File: src/rtl/seq_muldiv.sv
// Iterative multiply/divide unit covering the eight M-extension ops.
// Operands are reduced to magnitudes on entry. W shift-add or shift-subtract steps then run,
// each CPB cycles long. One fix-up cycle picks the result and restores its sign.
// Latency from the accepted start to done is W*CPB+1 for every op and every operand.
module seq_muldiv #(
    parameter int unsigned W   = 32,
    parameter int unsigned CPB = 2
) (
    input  logic         clk,
    input  logic         rst_n,
    input  logic         start,
    input  logic [2:0]   funct3,
    input  logic [W-1:0] rs1,
    input  logic [W-1:0] rs2,
    output logic         busy,
    output logic         done,
    output logic [W-1:0] result
);

    localparam int unsigned Steps = W * CPB;
    localparam int unsigned CntW  = $clog2(Steps);

    typedef enum logic [1:0] {StIdle, StRun, StFix} state_e;

    state_e          state_q, state_d;
    logic [2:0]      op_q, op_d;
    logic            neg1_q, neg1_d;
    logic            neg2_q, neg2_d;
    logic [W:0]      p_q, p_d;       // accumulator / partial remainder, one spare bit for carry
    logic [W-1:0]    m_q, m_d;       // multiplier (shifts out) or dividend/quotient
    logic [W-1:0]    b_q, b_d;       // multiplicand magnitude or divisor magnitude
    logic [CntW-1:0] cnt_q, cnt_d;
    logic [W-1:0]    result_q, result_d;
    logic            done_q, done_d;

    // Operand decode at start: which operands are signed, and their magnitudes
    logic         sgn1_in, sgn2_in, neg1_in, neg2_in;
    logic [W-1:0] abs1_in, abs2_in;

    always_comb begin
        sgn1_in = (funct3 == 3'b001) || (funct3 == 3'b010) ||
                  (funct3 == 3'b100) || (funct3 == 3'b110);
        // MULHSU treats rs2 as unsigned, so its MSB is magnitude
        sgn2_in = (funct3 == 3'b001) || (funct3 == 3'b100) || (funct3 == 3'b110);
        neg1_in = sgn1_in & rs1[W-1];
        neg2_in = sgn2_in & rs2[W-1];
        abs1_in = neg1_in ? -rs1 : rs1;
        abs2_in = neg2_in ? -rs2 : rs2;
    end

    // Bit-step datapath plus result fix-up
    logic             ph_a, ph_b;    // first / second cycle of a bit step (both when CPB==1)
    logic [W:0]       p_t;
    logic [W-1:0]     m_t;
    logic [W+1:0]     diff;
    logic [2*W-1:0]   prod;
    logic [W-1:0]     quot, rem;

    always_comb begin
        ph_a = (CPB == 1) || cnt_q[0];
        ph_b = (CPB == 1) || !cnt_q[0];
        p_t  = p_q;
        m_t  = m_q;
        diff = '0;
        if (!op_q[2]) begin
            // Multiply: conditional add, then shift {carry,P,M} right
            if (ph_a && m_t[0]) begin
                p_t = {1'b0, p_t[W-1:0]} + {1'b0, b_q};
            end
            if (ph_b) begin
                m_t = {p_t[0], m_t[W-1:1]};
                p_t = {1'b0, p_t[W:1]};
            end
        end else begin
            // Divide: shift {P,M} left, then restoring trial subtract
            if (ph_a) begin
                p_t = {p_t[W-1:0], m_t[W-1]};
                m_t = {m_t[W-2:0], 1'b0};
            end
            if (ph_b) begin
                diff = {1'b0, p_t} - {2'b00, b_q};
                if (!diff[W+1]) begin
                    p_t    = diff[W:0];
                    m_t[0] = 1'b1;
                end
            end
        end

        prod = {p_q[W-1:0], m_q};
        if (neg1_q ^ neg2_q) begin
            prod = -prod;
        end
        quot = m_q;
        if (neg1_q ^ neg2_q) begin
            quot = -quot;
        end
        // Divide by zero yields all ones regardless of signs
        if (b_q == '0) begin
            quot = '1;
        end
        rem = neg1_q ? -p_q[W-1:0] : p_q[W-1:0];
    end

    // Next-state and register updates for the IDLE -> RUN -> FIX sequence
    always_comb begin
        state_d  = state_q;
        op_d     = op_q;
        neg1_d   = neg1_q;
        neg2_d   = neg2_q;
        p_d      = p_q;
        m_d      = m_q;
        b_d      = b_q;
        cnt_d    = cnt_q;
        result_d = result_q;
        done_d   = 1'b0;
        case (state_q)
            StIdle: begin
                if (start) begin
                    op_d    = funct3;
                    neg1_d  = neg1_in;
                    neg2_d  = neg2_in;
                    p_d     = '0;
                    m_d     = funct3[2] ? abs1_in : abs2_in;
                    b_d     = funct3[2] ? abs2_in : abs1_in;
                    cnt_d   = CntW'(Steps - 1);
                    state_d = StRun;
                end
            end
            StRun: begin
                p_d   = p_t;
                m_d   = m_t;
                cnt_d = cnt_q - CntW'(1);
                if (cnt_q == '0) begin
                    state_d = StFix;
                end
            end
            StFix: begin
                case (op_q)
                    3'b000:                 result_d = prod[W-1:0];
                    3'b001, 3'b010, 3'b011: result_d = prod[2*W-1:W];
                    3'b100, 3'b101:         result_d = quot;
                    default:                result_d = rem;
                endcase
                done_d  = 1'b1;
                state_d = StIdle;
            end
            default: begin
                state_d = StIdle;
            end
        endcase
    end

    // State register with asynchronous clear
    always_ff @(posedge clk or negedge rst_n) begin
        if (!rst_n) begin
            state_q  <= StIdle;
            op_q     <= '0;
            neg1_q   <= 1'b0;
            neg2_q   <= 1'b0;
            p_q      <= '0;
            m_q      <= '0;
            b_q      <= '0;
            cnt_q    <= '0;
            result_q <= '0;
            done_q   <= 1'b0;
        end else begin
            state_q  <= state_d;
            op_q     <= op_d;
            neg1_q   <= neg1_d;
            neg2_q   <= neg2_d;
            p_q      <= p_d;
            m_q      <= m_d;
            b_q      <= b_d;
            cnt_q    <= cnt_d;
            result_q <= result_d;
            done_q   <= done_d;
        end
    end

    assign busy   = (state_q != StIdle);
    assign done   = done_q;
    assign result = result_q;

endmodule

File: config.mk
export PLATFORM = sky130hd
export DESIGN_NAME = seq_muldiv
export DESIGN_NICKNAME = d
export VERILOG_FILES = /design/src/rtl/seq_muldiv.sv
export SDC_FILE = /design/constraint.sdc
export NUM_CORES = 1
export LEC_CHECK = 0
export CORE_ASPECT_RATIO = 1.1
export CORE_UTILIZATION = 40
export DETAILED_ROUTE_END_ITERATION = 7
export PLACE_DENSITY = 0.64
export SYNTH_ARGS = -nofsm -noshare
export SYNTH_HDL_FRONTEND = slang
export SYNTH_SLANG_ARGS = --single-unit
File: constraint.sdc
create_clock -name clk -period 5.4 [get_ports clk]
set_input_delay 1.35 -clock clk [delete_from_list [all_inputs] [get_ports clk]]
set_output_delay 1.35 -clock clk [all_outputs]
set_load 0.1 [all_outputs]
# Word level (Yosys, flattened, before mapping)
# Cells that the tools add are included.
# Widths: inputs -> output; s select.
[totals]
regBits = 143
latchBits = 0
ramBits = 0
romBits = 0
input_bits = 70
out_inout_bits = 34
elab_cells = 87
memories = 0
[classes]
addsub = 8
multipliers = 0
div = 0
n_lt_le_gt_ge = 0
eq_ne = 15
shift = 0
mux = 31
bitwise = 3
n_reduce_logical = 19
[op_table]
columns = ["op", "n"]
rows = [
  ["$mux 32", 11],
  ["$mux 33", 8],
  ["$neg 32->32", 4],
  ["$pmux 32 s3", 1],
  ["$pmux 33 s2", 1],
  ["$mux 64", 1],
  ["$neg 64->64", 1],
  ["$pmux 32 s2", 1],
  ["$sub 33x32->34", 1],
  ["$add 32x32->33", 1],
  ["$logic_not 32->1", 1],
  ["$eq 3x3->1 const B", 4],
  ["$pmux 6 s2", 1],
  ["$eq 3x2->1 const B", 3],
  ["$eq 3x1->1 const B", 2],
  ["$logic_not 6->1", 1],
  ["$mux 6", 1],
  ["$ne 3x3->1 const B", 2],
  ["$reduce_and 2->1", 3],
  ["$sub 6x1->6 const B", 1],
  ["$logic_or 1x1->1", 5],
  ["$mux 2", 2],
  ["$ne 2x2->1 const B", 2],
  ["$pmux 2 s2", 1],
  ["13 further kinds", 17],
]

# Logic depth before layout (Yosys ltp)
[logic_depth]
ltp_word = 9
mapped_depth = 18
depth_no_buf = 14

# Worst setup path before layout
# OpenSTA, ideal clock, no wires.
[synth_path]
path_kind = "register to register"
start = "reg cnt_q[0]"
end = "reg p_q[25]"
setup_time_ns = 0.136
t_arrival_ns = 3.847
t_required_ns = 5.264
path_slack_ns = 1.417
stages_incl_launch_ff = 18
period_less_slack_ns = 3.983
path_cell_list = "dfrtp_1 clkbuf_1 clkbuf_1 buf_1 mux2i_1 inv_1 ha_1 nor2b_1 o2111ai_1 a21oi_1 nor4_1 o31ai_1 nand2_1 clkbuf_1 buf_1 o21ai_0 a22oi_1 o21ai_0"
[synth_between]
elab_chain_len = 7
[synth_rtl]
columns = ["item", "line", "rtl"]
rows = [
  ["start, declared", "32", "logic [CntW-1:0] cnt_q, cnt_d;"],
  ["start signal, assigned", "174", "cnt_q <= cnt_d;"],
  ["$mux 33", "76", "if (ph_a) begin"],
  ["$mux 33", "65", "if (!op_q[2]) begin"],
  ["$sub 33x32->34", "81", "diff = {1'b0, p_t} - {2'b00, b_q};"],
  ["$mux 33", "82", "if (!diff[W+1]) begin"],
  ["$mux 33", "80", "if (ph_b) begin"],
  ["$mux 33 *", "65", ""],
  ["$pmux 33 s2 *", "116", "case (state_q)"],
  ["end signal, assigned", "171", "p_q <= p_d;"],
  ["end, declared", "29", "logic [W:0] p_q, p_d;"],
]
# Every way passes the cells marked *; elsewhere a longest branch is shown, timed or not. The select of a mux whose other input is x is not followed.
# A chain may end at the register's enable or synchronous reset.

# Worst setup path after layout
[layout_path]
start = "reg cnt_q[0]"
end = "reg p_q[5]"
# Same word-level chain as after synthesis.

==> run summary <==
Status: complete, no violations
Register area share after synthesis: 0.2366
Vias: 15820
Main combinational cell family by area after synthesis: compound AO/OA/AOI/OAI gates
Yosys reg bits: 143
Top FF cell, synth: dfrtp_1
Top post-synthesis cells by count: nand2_1 (235), o21ai_0 (226), nor2_1 (181), a21oi_1 (169), dfrtp_1 (143)
CTS resizes: 0
Gr ovfl total: 0
Final setup vio count: 0
Synth top area share: 0.2366
Worst-skew pair later-pin latency: 0.46 ns
Peak supply drop: 0.0003375 V
Post-Synth Simple-Gate Area: 0.2001
First-pass GRT wire length: 85.93 mm
Setup Buffers After CTS: 0
Hold_sp: result[3]
Worst hold path type: reg -> reg
Largest net degree at the start of global routing: 84
CTS Buf Count: 17
# IOs: 104
Arr. time, crit path: 4.86 ns
Vias per inst: 6.158
Vias in the first global route: 14837
Clock sink count: 143
Post-synth EDFFs: 0
Most frequent cell after synthesis: nand2_1
Post-CTS Hold Fix Bufs: 0
Syn Area/Cell: 7.374 um^2
Share of layout cells above drive strength 1: 0.06554
Fin util: 0.4603
Post-synthesis mux area share: 0.04269
Final hold vios: 0
Root Buffer: clkbuf_16
WHS Path Cells: 2
H-tree Lvls: 4
Core area: 37220 um^2
Final WL: 55.68 mm
Netlist cell types: 76
Clock skew: 0.01680 ns
Max FO, Critical Path: 40
Total GRT Usage: 0.2885
Reg2reg setup slack: 0.91 ns
DIE WIDTH: 187.4 um
First DRT Iteration DRCs: 1644
Design area: 17130 um^2
Compound-Gate Fraction of Synth Area: 0.2925
Fin crit period: 4.486 ns
Layout net count: 2206
Clock slew at reported path FFs: 0.07 ns
GPL Wtd Cong: 0.9691
Worst setup EP type: flip-flop
Die area: 38590 um^2
Final period utilization: 0.8307
Synth top area cells: dfrtp_1 (24%), o21ai_0 (7.5%), xnor2_1 (6.3%)
Initial Utilization: 0.4063
Tightest Pin Transition: 1.199 ns
Min Hold Slack: 0.4763 ns
Startpoint types: flip-flop
Crit Reg-Reg Endpoint: p_q[5]
Vert. Die Dim: 205.9 um
Routed WL per cell: 21.67 um
Area leader, netlist: dfrtp_1
Core Rows: 74
Reg2Reg Depth: 14
Leakage: 7.034 nW
Clock Tree Buf Depth: 2
Yosys warns: 0
Worst r2r src: cnt_q[0]
DR DRC count: 0
Drt first pass iters: 8
WP data required: 5.78 ns
Max-capacitance violation count: 0
Hold Path Sink: result[3]
Setup CP Type: reg -> reg
Area after DPL: 16550 um^2
XOR/XNOR Fraction of Synth Area: 0.1100
Adder-Cell Fraction of Synth Area: 0.06221
Post-synth ARST share: 1.000
Max Freq: 222.9 MHz
PD cells: 764.6 nW/um^2
P&R area growth vs syn: 13.28%
Initial antenna violation count: 0
RSZ-0062 raised after global routing: false
Antenna diode count: 0
Remaining antenna violation count after routing: 0
IO Port Bufs: 103
Hpwl dp: 42.41 mm
CTS tree: done
Final setup TNS: 0 ns
Syn_nets: 2195
Cells after Synth: 2051
Post-Syn Area: 15120 um^2
Fin. max-slew vios: 0
Worst slew margin: 0.1974
[layout by cell type, fill, tap and decap left out, types with 28 or more instances in the layout]
| cell | count |
|---|---|
| nand3_1 | 40 |
| nor3_1 | 41 |
| inv_1 | 68 |
| buf_4 | 38 |
| o21ai_0 | 226 |
| ha_1 | 72 |
| xor2_1 | 80 |
| nor2_1 | 180 |
| clkdlybuf4s50_1 | 101 |
| a21o_1 | 40 |
| mux2_2 | 28 |
| mux2i_1 | 33 |
| xnor2_1 | 109 |
| o211ai_1 | 28 |
| a31oi_1 | 28 |
| dfrtp_1 | 141 |
| a21oi_1 | 169 |
| nand2_1 | 233 |
[kinds of logic (layout without fill, tap and decap cells)]
| family | after synthesis | after routing |
|---|---|---|
| flip-flops | 143 | 143 |
| buffers and inverters | 221 | 245 |
| XOR/XNOR | 190 | 190 |
| multiplexers | 61 | 61 |
| AND/OR/NAND/NOR | 655 | 655 |
| AO/OA/AOI/OAI | 707 | 707 |
| adder cells (fa/ha/maj) | 74 | 74 |
[power breakdown]
| part | switching [W] | internal [W] | total, W |
|---|---|---|---|
| registers | 0.000788 | 0.00144 | 0.00223 |
| clock network | 0.000546 | 0.000669 | 0.00121 |
| logic | 0.00588 | 0.00378 | 0.00966 |
[layout make-up]
| class | instances | area (um^2) |
|---|---|---|
| clock inverters | 13 | 127.6 |
| well taps | 494 | 618.1 |
| clock buffers | 19 | 452.9 |
| fillers | 3725 | 20090 |
| flip-flops and latches | 143 | 3581 |
| inverters | 70 | 262.8 |
| repair buffers | 143 | 1353 |
| multi-input cells | 1687 | 10740 |
[worst max-delay path, cell delays in order, from the launching register on]
cell       delay [ns]
dfrtp_2          0.57
buf_12           0.28
mux2i_1          0.38
inv_1            0.09
ha_1             0.27
nor2b_1          0.17
o2111ai_1        0.17
a21oi_1          0.30
nor4_1           0.12
o31ai_1          0.62
nand2_2          0.46
buf_12           0.31
o311ai_0         0.31
o21ai_0          0.14
o21ai_0          0.15
[state kept, by name, indices dropped and copies added (netlist names)]
signal   count
b_q         32
cnt_q        6
done         1
m_q         32
neg1_q       1
neg2_q       1
op_q         3
p_q         33
result      32
state_q      2
[per-layer routing]
layer / global-route usage / vias up / wire length [um]
met2: 0.4757 / 754 / 25760
met4: 0.1257 / 0 / 2077
met3: 0.04126 / 114 / 4350
met5: 0 / - / 0
met1: 0.3764 / 7508 / 23490
li1: - / 7444 / -
[how the worst max path moves through the flow]
stage	to	start
global route	p_q[5]	cnt_q[0]
detailed placement	m_q[26]	rs1[2]
floorplan	p_q[25]	cnt_q[0]
finish	p_q[5]	cnt_q[0]
global placement	m_q[26]	rs2[2]
CTS	p_q[5]	cnt_q[0]
[stage by stage]
| stage | cells | total power [W] | setup WS, ns |
|---|---|---|---|
| 3_5_place_dp | 2537 | 0.01163 | 0.9770 |
| 6_report | 2569 | 0.01310 | 0.9140 |
| 4_1_cts | 2569 | 0.01290 | 1.005 |
| 2_1_floorplan | 2051 | 0.008984 | 1.417 |
| 5_1_grt | 2569 | 0.01409 | 0.4978 |
| 3_3_place_gp | 2537 | 0.01155 | 1.046 |
(Power assumes the default switching activity.)
